<file path="config.mk">
export PLATFORM = sky130hd
export DESIGN_NAME = mips_muldiv_sequencer
export DESIGN_NICKNAME = d
export VERILOG_FILES = /design/src/rtl/mips_muldiv_sequencer_pkg.sv /design/src/rtl/mips_muldiv_step.sv /design/src/rtl/mips_muldiv_sequencer.sv
export SDC_FILE = /design/constraint.sdc
export NUM_CORES = 1
export LEC_CHECK = 0
export CAP_MARGIN = 10
export CORE_UTILIZATION = 45
export DETAILED_ROUTE_END_ITERATION = 12
export GPL_ROUTABILITY_DRIVEN = 0
export PLACE_DENSITY = 0.64
export SYNTH_ARGS = -nofsm -noshare
export SYNTH_HDL_FRONTEND = slang
export SYNTH_SLANG_ARGS = --single-unit
</file>
<file path="constraint.sdc">
create_clock -name clock -period 4.3 [get_ports clock]
set_clock_uncertainty 0.05 [all_clocks]
set_input_delay 0.86 -clock clock [delete_from_list [all_inputs] [get_ports clock]]
set_output_delay 0.86 -clock clock [all_outputs]
set_load 0.02 [all_outputs]
</file>
<file path="src/rtl/mips_muldiv_sequencer_pkg.sv">
// Shared encodings for the iterative multiply/divide sequencer:
// request opcodes, sequencer states and a small opcode helper.
package mips_muldiv_sequencer_pkg;

    localparam int MULDIV_OP_W = 3;

    typedef logic [MULDIV_OP_W-1:0] muldiv_op_t;

    localparam muldiv_op_t OP_NONE  = 3'd0;
    localparam muldiv_op_t OP_MULT  = 3'd1;
    localparam muldiv_op_t OP_MULTU = 3'd2;
    localparam muldiv_op_t OP_DIV   = 3'd3;
    localparam muldiv_op_t OP_DIVU  = 3'd4;
    localparam muldiv_op_t OP_MTHI  = 3'd5;
    localparam muldiv_op_t OP_MTLO  = 3'd6;

    localparam logic [1:0] ST_IDLE  = 2'd0;
    localparam logic [1:0] ST_MUL   = 2'd1;
    localparam logic [1:0] ST_DIV   = 2'd2;
    localparam logic [1:0] ST_FIXUP = 2'd3;

    function automatic logic is_signed_op(input muldiv_op_t op);
        return (op == OP_MULT) || (op == OP_DIV);
    endfunction

endpackage

</file>
<file path="src/rtl/mips_muldiv_step.sv">
// One radix-2 iteration: shift-add multiply (mode=0) or
// restoring shift-subtract divide (mode=1).
module mips_muldiv_step #(
    parameter int WIDTH = 32
) (
    input  logic             mode,
    input  logic [WIDTH-1:0] hi,
    input  logic [WIDTH-1:0] lo,
    input  logic [WIDTH-1:0] opnd,
    output logic [WIDTH-1:0] hi_nxt,
    output logic [WIDTH-1:0] lo_nxt
);

    logic [WIDTH:0]   sum;
    logic [WIDTH:0]   rem_sh;
    logic [WIDTH-1:0] diff;
    logic             ge;

    assign sum    = {1'b0, hi} + (lo[0] ? {1'b0, opnd} : '0);
    assign rem_sh = {hi, lo[WIDTH-1]};
    assign ge     = rem_sh >= {1'b0, opnd};
    // When ge holds the difference is below opnd, so WIDTH bits are exact.
    assign diff   = rem_sh[WIDTH-1:0] - opnd;

    always_comb begin
        hi_nxt = sum[WIDTH:1];
        lo_nxt = {sum[0], lo[WIDTH-1:1]};
        if (mode) begin
            hi_nxt = ge ? diff : rem_sh[WIDTH-1:0];
            lo_nxt = {lo[WIDTH-2:0], ge};
        end
    end

endmodule

</file>
<file path="src/rtl/mips_muldiv_sequencer.sv">
// Iterative MULT/DIV sequencer owning HI/LO.
// Optional MIPS_MULDIV_EARLY_EXIT_EN: multiply exits once multiplier bits are exhausted.
module mips_muldiv_sequencer
    import mips_muldiv_sequencer_pkg::*;
#(
    parameter int WIDTH = 32
) (
    input  logic             clock,
    input  logic             reset_n,
    input  logic             req_valid,
    input  logic [2:0]       req_op,
    input  logic [WIDTH-1:0] req_a,
    input  logic [WIDTH-1:0] req_b,
    output logic             req_ready,
    input  logic             read_req,
    input  logic             cancel,
    output logic             stall,
    output logic             busy,
    output logic             done,
    output logic [WIDTH-1:0] hi,
    output logic [WIDTH-1:0] lo
);

    localparam int CW = $clog2(WIDTH + 1);

    logic [1:0]       state;
    logic [CW-1:0]    cnt;
    logic [WIDTH-1:0] opnd;
    logic [WIDTH-1:0] acc_hi;
    logic [WIDTH-1:0] acc_lo;
    logic [WIDTH-1:0] hi_q;
    logic [WIDTH-1:0] lo_q;
    logic             neg_q;
    logic             neg_r;
    logic             is_div;
    logic             dz_q;

    logic             accept;
    logic             sgn;
    logic             a_neg;
    logic             b_neg;
    logic [WIDTH-1:0] a_mag;
    logic [WIDTH-1:0] b_mag;
    logic [WIDTH-1:0] step_hi;
    logic [WIDTH-1:0] step_lo;
    logic [2*WIDTH-1:0] prod_fix;
    logic [WIDTH-1:0] quot_fix;
    logic [WIDTH-1:0] rem_fix;

    assign req_ready = (state == ST_IDLE) & ~cancel;
    assign accept    = req_valid & req_ready;
    assign busy      = state != ST_IDLE;
    assign done      = ((state == ST_FIXUP) & ~cancel) | dz_q;
    // FIXUP is the forwarding cycle; the hazard unit takes it from here.
    assign stall     = (req_valid & ~req_ready & (req_op != OP_NONE))
                     | (read_req & busy & ~done);
    assign hi        = hi_q;
    assign lo        = lo_q;

    assign sgn   = is_signed_op(req_op);
    assign a_neg = sgn & req_a[WIDTH-1];
    assign b_neg = sgn & req_b[WIDTH-1];
    assign a_mag = a_neg ? -req_a : req_a;
    assign b_mag = b_neg ? -req_b : req_b;

    assign prod_fix = neg_q ? -{acc_hi, acc_lo} : {acc_hi, acc_lo};
    assign quot_fix = neg_q ? -acc_lo : acc_lo;
    assign rem_fix  = neg_r ? -acc_hi : acc_hi;

    mips_muldiv_step #(
        .WIDTH(WIDTH)
    ) u_step (
        .mode   (state == ST_DIV),
        .hi     (acc_hi),
        .lo     (acc_lo),
        .opnd   (opnd),
        .hi_nxt (step_hi),
        .lo_nxt (step_lo)
    );

`ifdef MIPS_MULDIV_EARLY_EXIT_EN
    logic [WIDTH-1:0]   rem_mask;
    logic               early;
    logic [2*WIDTH-1:0] prod_al;

    assign rem_mask = ~({WIDTH{1'b1}} << cnt);
    assign early    = (acc_lo & rem_mask) == '0;
    assign prod_al  = {acc_hi, acc_lo} >> cnt;
`endif

    always_ff @(posedge clock or negedge reset_n) begin
        if (!reset_n) begin
            state  <= ST_IDLE;
            cnt    <= '0;
            opnd   <= '0;
            acc_hi <= '0;
            acc_lo <= '0;
            hi_q   <= '0;
            lo_q   <= '0;
            neg_q  <= 1'b0;
            neg_r  <= 1'b0;
            is_div <= 1'b0;
            dz_q   <= 1'b0;
        end else begin
            dz_q <= 1'b0;
            case (state)
                ST_IDLE: begin
                    if (accept) begin
                        case (req_op)
                            OP_MTHI: hi_q <= req_a;
                            OP_MTLO: lo_q <= req_a;
                            OP_MULT, OP_MULTU: begin
                                opnd   <= a_mag;
                                acc_lo <= b_mag;
                                acc_hi <= '0;
                                neg_q  <= a_neg ^ b_neg;
                                neg_r  <= 1'b0;
                                is_div <= 1'b0;
                                cnt    <= CW'(WIDTH);
                                state  <= ST_MUL;
                            end
                            OP_DIV, OP_DIVU: begin
                                if (req_b == '0) begin
                                    lo_q <= '1;
                                    hi_q <= req_a;
                                    dz_q <= 1'b1;
                                end else begin
                                    opnd   <= b_mag;
                                    acc_lo <= a_mag;
                                    acc_hi <= '0;
                                    neg_q  <= a_neg ^ b_neg;
                                    neg_r  <= a_neg;
                                    is_div <= 1'b1;
                                    cnt    <= CW'(WIDTH);
                                    state  <= ST_DIV;
                                end
                            end
                            default: ;
                        endcase
                    end
                end
                ST_MUL, ST_DIV: begin
                    if (cancel) begin
                        state <= ST_IDLE;
                    end
`ifdef MIPS_MULDIV_EARLY_EXIT_EN
                    else if ((state == ST_MUL) && early) begin
                        {acc_hi, acc_lo} <= prod_al;
                        cnt   <= '0;
                        state <= ST_FIXUP;
                    end
`endif
                    else begin
                        acc_hi <= step_hi;
                        acc_lo <= step_lo;
                        cnt    <= cnt - CW'(1);
                        if (cnt == CW'(1)) begin
                            state <= ST_FIXUP;
                        end
                    end
                end
                ST_FIXUP: begin
                    state <= ST_IDLE;
                    if (!cancel) begin
                        if (is_div) begin
                            lo_q <= quot_fix;
                            hi_q <= rem_fix;
                        end else begin
                            {hi_q, lo_q} <= prod_fix;
                        end
                    end
                end
                default: state <= ST_IDLE;
            endcase
        end
    end

endmodule

</file>
Yosys cells after proc, flatten, opt, wreduce, memory -nomap -nowiden:

Cells that the tools add are included.
W data, S select, Z words.

* register bits after elaboration: 172
* input port bits: 72
* output and inout port bits: 68
* word-level logic and storage cells: 125

* add/sub/neg operators: 8
* $lt $le $gt $ge: 1
* equality and inequality tests: 20
* multiplexer cells: 54
* bitwise operators: 15
* reduce and logical (&&, ||, !) cells: 16

Operators with widths (count)
* $mux W32: 23
* $pmux W32 S2: 9
* $neg A32 Y32: 4
* $mux W64: 1
* $neg A64 Y64: 1
* $add A32 B33 Y33: 1
* $ge A33 B32 Y1: 1
* $logic_not A32 Y1: 1
* $sub A32 B32 Y32: 1
* $pmux W6 S2: 2
* $mux W6: 3
* $reduce_and A5 Y1: 3
* $and A1 B1 Y1: 9
* $eq A3 B3 Y1 const B: 3
* $ne A3 B1 Y1 const B: 3
* $ne A3 B3 Y1 const B: 3
* $mux W2: 4
* $ne A2 B2 Y1 const B: 4
* $reduce_and A4 Y1: 2
* $reduce_bool A2 Y1: 4
* $mux W1: 7
* $eq A3 B2 Y1 const B: 2
* $eq A6 B1 Y1 const B: 1
* $pmux W1 S2: 3
* other kinds (13): 19

Depth between registers and ports, before layout:

Gate-level depths: netlist of run 1.

* depth in word-level cells: 8
* gate-level depth with buffers: 15
* gate-level depth less buffers: 14

By module:

A second synthesis of run 1 with hierarchy kept.

* cells, all modules: 2121
* area, all modules: 16358.2 µm²

By module, submodules not included
* mips_muldiv_sequencer: times used 1, cells an instance 1416, area each 11491.0 µm², seq. area each 4304.1 µm²
* mips_muldiv_step: times used 1, cells an instance 705, area each 4867.2 µm², seq. area each 0.0 µm²

Worst setup path before layout of run 1:

No wires, ideal clock.

* kind: input to register
* start: in req_b[20]
* end: reg acc_hi[27]
* library setup time: 0.140 ns
* arrival time: 3.412 ns
* required time: 4.110 ns
* slack: 0.698 ns
* stages on the path: 10
* path buffers: 0
* cells stage by stage: or4_1 > or3_1 > or4_4 > o21ai_1 > a21o_2 > o21ai_2 > and2_4 > and3_4 > a222oi_1 > o211ai_1

* longest elaborated chain between the ends: 3

RTL lines
* start, declared: RTL line mips_muldiv_sequencer.sv:13 `input logic [WIDTH-1:0] req_b,`
* $logic_not A32 Y1: RTL line mips_muldiv_sequencer.sv:123 `if (req_b == '0) begin`
* $ne A3 B3 Y1 (no source line)
* $reduce_and A5 Y1 (no source line)
* end signal, assigned: RTL line mips_muldiv_sequencer.sv:154 `acc_hi <= step_hi;`
* end, declared: RTL line mips_muldiv_sequencer.sv:29 `logic [WIDTH-1:0] acc_hi;`

No other way between the ends.
A chain may end at the register's enable or synchronous reset.

Final worst setup path of run 1:

* start: reg acc_lo[0]
* end: reg acc_hi[26]

* longest elaborated chain between the ends: 5

RTL lines
* start, declared: RTL line mips_muldiv_sequencer.sv:30 `logic [WIDTH-1:0] acc_lo;`
* start signal, assigned: RTL line mips_muldiv_sequencer.sv:114 `acc_lo <= b_mag;`
* start signal, assigned: RTL line mips_muldiv_sequencer.sv:129 `acc_lo <= a_mag;`
* start signal, assigned: RTL line mips_muldiv_sequencer.sv:155 `acc_lo <= step_lo;`
* $mux W32: RTL line mips_muldiv_step.sv:19 `assign sum = {1'b0, hi} + (lo[0] ? {1'b0, opnd} : '0);`
* $add A32 B33 Y33: RTL line mips_muldiv_step.sv:19
* $mux W32: RTL line mips_muldiv_step.sv:28 `if (mode) begin`
* $mux W32: RTL line mips_muldiv_sequencer.sv:143 `if (cancel) begin`
* $pmux W32 S2: RTL line mips_muldiv_sequencer.sv:106 `case (state)`

No other way between the ends. The select of a mux whose other input is x is not followed.

==> qor.yml, run 1 <==
status: "finished clean"
ys_async_sr_fraction: 1.00
synth_seq_area_share: 0.285
track_usage: 0.317
wl_per_cell_um: 21.0
synth_area_per_cell_um2: 7.66
antenna_found_initial: 1
postCtsSetupBuffers: 0
dieHeight_um: 185
grt_pass1_vias: 14500
wl_met1_um: 23500
worstPathArrival_ns: 4.22
r2r-end: "acc_hi[26]$_DFFE_PN0P_"
worst_pin_slew_ns: 1.03
rsz0062_at_grt: "false"
dp_cells: 2527
start_util: 0.461
drt_iter0_markers: 1888
ios: 140
synth_top_area_cell: "dfrtp_1"
path_class: "reg -> reg"
tritoncts: "built"
syn_nets: 2118
worst-path-buf-inv: 1
fillers: 3066
syn_area_um2: 15100
coreArea_um2: 32800
timing.rr.start: "acc_lo[0]$_DFFE_PN0P_"
crit_path_start_kind: "flip-flop"
syn_inst: 1971
seqCellArea_um2: 4300
ant_nets: 0
htree_levels: 4
slew_headroom: 0.308
clk_pin_slew_ns: 0.07
cpMostUsedCell: "o211ai_1"
io_buffers: 139
fin_tns_setup_ns: 0
power_density_nw_per_um2: 791
highest_layer: "met4"
drt-total-wl_um: 53800
fp-row-count: 66
r2r_cells: 13
finish.utilization: 0.548
fmax_ghz: 0.255
ff2ff_setup_slack_ns: 0.37
drv_cap: 0
ys_ff_latch: 172
antenna_cells: 0
cp.required_ns: 4.59
final_cell_mix: "nand2_1 (231), nor2_1 (212), o21ai_0 (206)"
vias: 15500
vdd_drop_max_mv: 0.751
grt_first_pass_wirelength_um: 82500
critPathCaptureType: "flip-flop"
fin_crit_ns: 3.93
holdCritPathClass: "in -> async"
p_leak_nw: 7.61
slowest_stage: "o31ai_1"
yosys_warnings: 0
ys.flop_type: "dfrtp_1"
synth_cell_types: 79
cts_buffer_depth: 2
setup_viol: 0
cp_cell_sequence: "inv_1 > nor2_1 > ha_1 > o211ai_1 > o211ai_1 > a211oi_1 > o31ai_1 > nand2_1 > o21a_1 > o31a_1 > o21ai_0 > xor2_1 > a221o_1"
layout-drive-gt1-share: 0.0883
synth_edf_count: 0
wl_met2_um: 23200
fin_nets: 2251
final_cell_count_no_fill: 2559
firstDrtPassIters: 6
cts_resized: 0
grt-ovfl-total: 0
layout_commonest_cell: "nand2_1"
routed_via_density: 6.06
synth_top_cells_by_area: "dfrtp_1 (28%), o21ai_0 (6.8%), ha_1 (6.0%)"
clock_latency_ns: 0.46
clkSinkCount: 172
syn_to_final_growth_pct: 19.0
clock-root-buffer: "clkbuf_16"
synth_top_area_frac: 0.285
crit_cells: 13
dpl.hpwl_um: 41800
cts_buffers: 17
drc: 0
cp_max_fo: 9
whs_ns: 0.427
multi_input_area_um2: 10100
postCtsHoldBufs: 0
drv_slew: 0
finalHoldViolations: 0
die-area_um2: 34300
fin_crit_sh: 0.913
fp.dieW_um: 185
slowest_delay_ns: 0.44
met3_length_um: 5050
crit_family: "compound AO/OA/AOI/OAI gates"
grt_start_max_net_pins: 93
## layout make-up
type / instances / area share
Clock buffer: 20 / 0.0243
Clock inverter: 12 / 0.00731
Inverter: 70 / 0.0146
Multi-Input combinational cell: 1610 / 0.563
Sequential cell: 172 / 0.239
Tap cell: 442 / 0.0308
Timing Repair Buffer: 233 / 0.120
## synthesized netlist by cell type, drive strengths merged (18+ instances only)
cell type / number
nand2: 233
o22ai: 28
clkbuf: 105
o31ai: 29
mux2: 33
o211ai: 19
a21o: 33
xnor2: 102
dfrtp: 172
ha: 73
a31oi: 21
a21oi: 180
o21ai: 219
nand3: 21
mux2i: 35
nor2: 214
inv: 70
a211oi: 33
xor2: 74
or3: 23
nand2b: 18
nor3: 36
## report_power, final
| part | switching, mW | internal, mW |
|---|---|---|
| clock | 0.757 | 0.817 |
| combinational | 5.60 | 3.84 |
| sequential | 0.849 | 2.34 |
| total | 7.20 | 7.01 |
## how the worst max path moves through the flow
stage                             end              startpoint
3_3_place_gp   acc_hi[27]$_DFFE_PN0P_               req_b[21]
3_5_place_dp   acc_hi[27]$_DFFE_PN0P_               req_b[21]
5_1_grt        acc_hi[30]$_DFFE_PN0P_  acc_lo[31]$_DFFE_PN0P_
2_1_floorplan  acc_hi[27]$_DFFE_PN0P_               req_b[20]
6_report       acc_hi[26]$_DFFE_PN0P_   acc_lo[0]$_DFFE_PN0P_
4_1_cts        acc_hi[26]$_DFFE_PN0P_   acc_lo[0]$_DFFE_PN0P_
## cells by family after synthesis
logic type / after synthesis / share of synthesized area
flops: 172 / 0.285
xor+xnor: 176 / 0.102
fa+ha+maj: 75 / 0.0631
mux: 68 / 0.0478
compound gates: 654 / 0.262
buf+inv: 189 / 0.0484
simple gates: 637 / 0.192
## worst reg2reg max path, stage by stage, from the launching register on
cell	delay, ns
dfrtp_1	0.41
inv_1	0.28
nor2_1	0.08
ha_1	0.38
o211ai_1	0.15
o211ai_1	0.36
a211oi_1	0.17
o31ai_1	0.44
nand2_1	0.15
o21a_1	0.26
o31a_1	0.38
o21ai_0	0.27
xor2_1	0.13
a221o_1	0.33
## metrics by stage
step                      total power [mW]  worst slack, ns  instance area, um2
final                                 14.2            0.373               18000
after global routing                  15.2            0.169               18000
after global placement                12.3           0.0855               17400
after detailed placement              12.4           0.0647               17400
after floorplan                       9.47            0.698               15100
after CTS                             14.1            0.423               18000
## state kept, by name, summed over array words and instances, names as in the netlist
register and flops:
acc_hi 32, acc_lo 32, cnt 6, dz_q 1, hi 32, is_div 1
lo 32, neg_q 1, neg_r 1, opnd 32, state 2
## layer usage
metal | track usage | up-vias
li1 | - | 7330
met5 | 0 | -
met1 | 0.430 | 7263
met3 | 0.0716 | 119
met4 | 0.127 | 0
met2 | 0.484 | 792
No activity file was read; power rests on OpenSTA's default activity.
==> inputs of run 2 (changes only) <==
--- a/config.mk
+++ b/config.mk
@@ -5,7 +5,6 @@
 export SDC_FILE = /design/constraint.sdc
 export NUM_CORES = 1
 export LEC_CHECK = 0
-export CAP_MARGIN = 10
 export CORE_UTILIZATION = 45
 export DETAILED_ROUTE_END_ITERATION = 12
 export GPL_ROUTABILITY_DRIVEN = 0
==> results of run 2 <==
No change in the layout: final DEF, timing and power equal those of run 1.
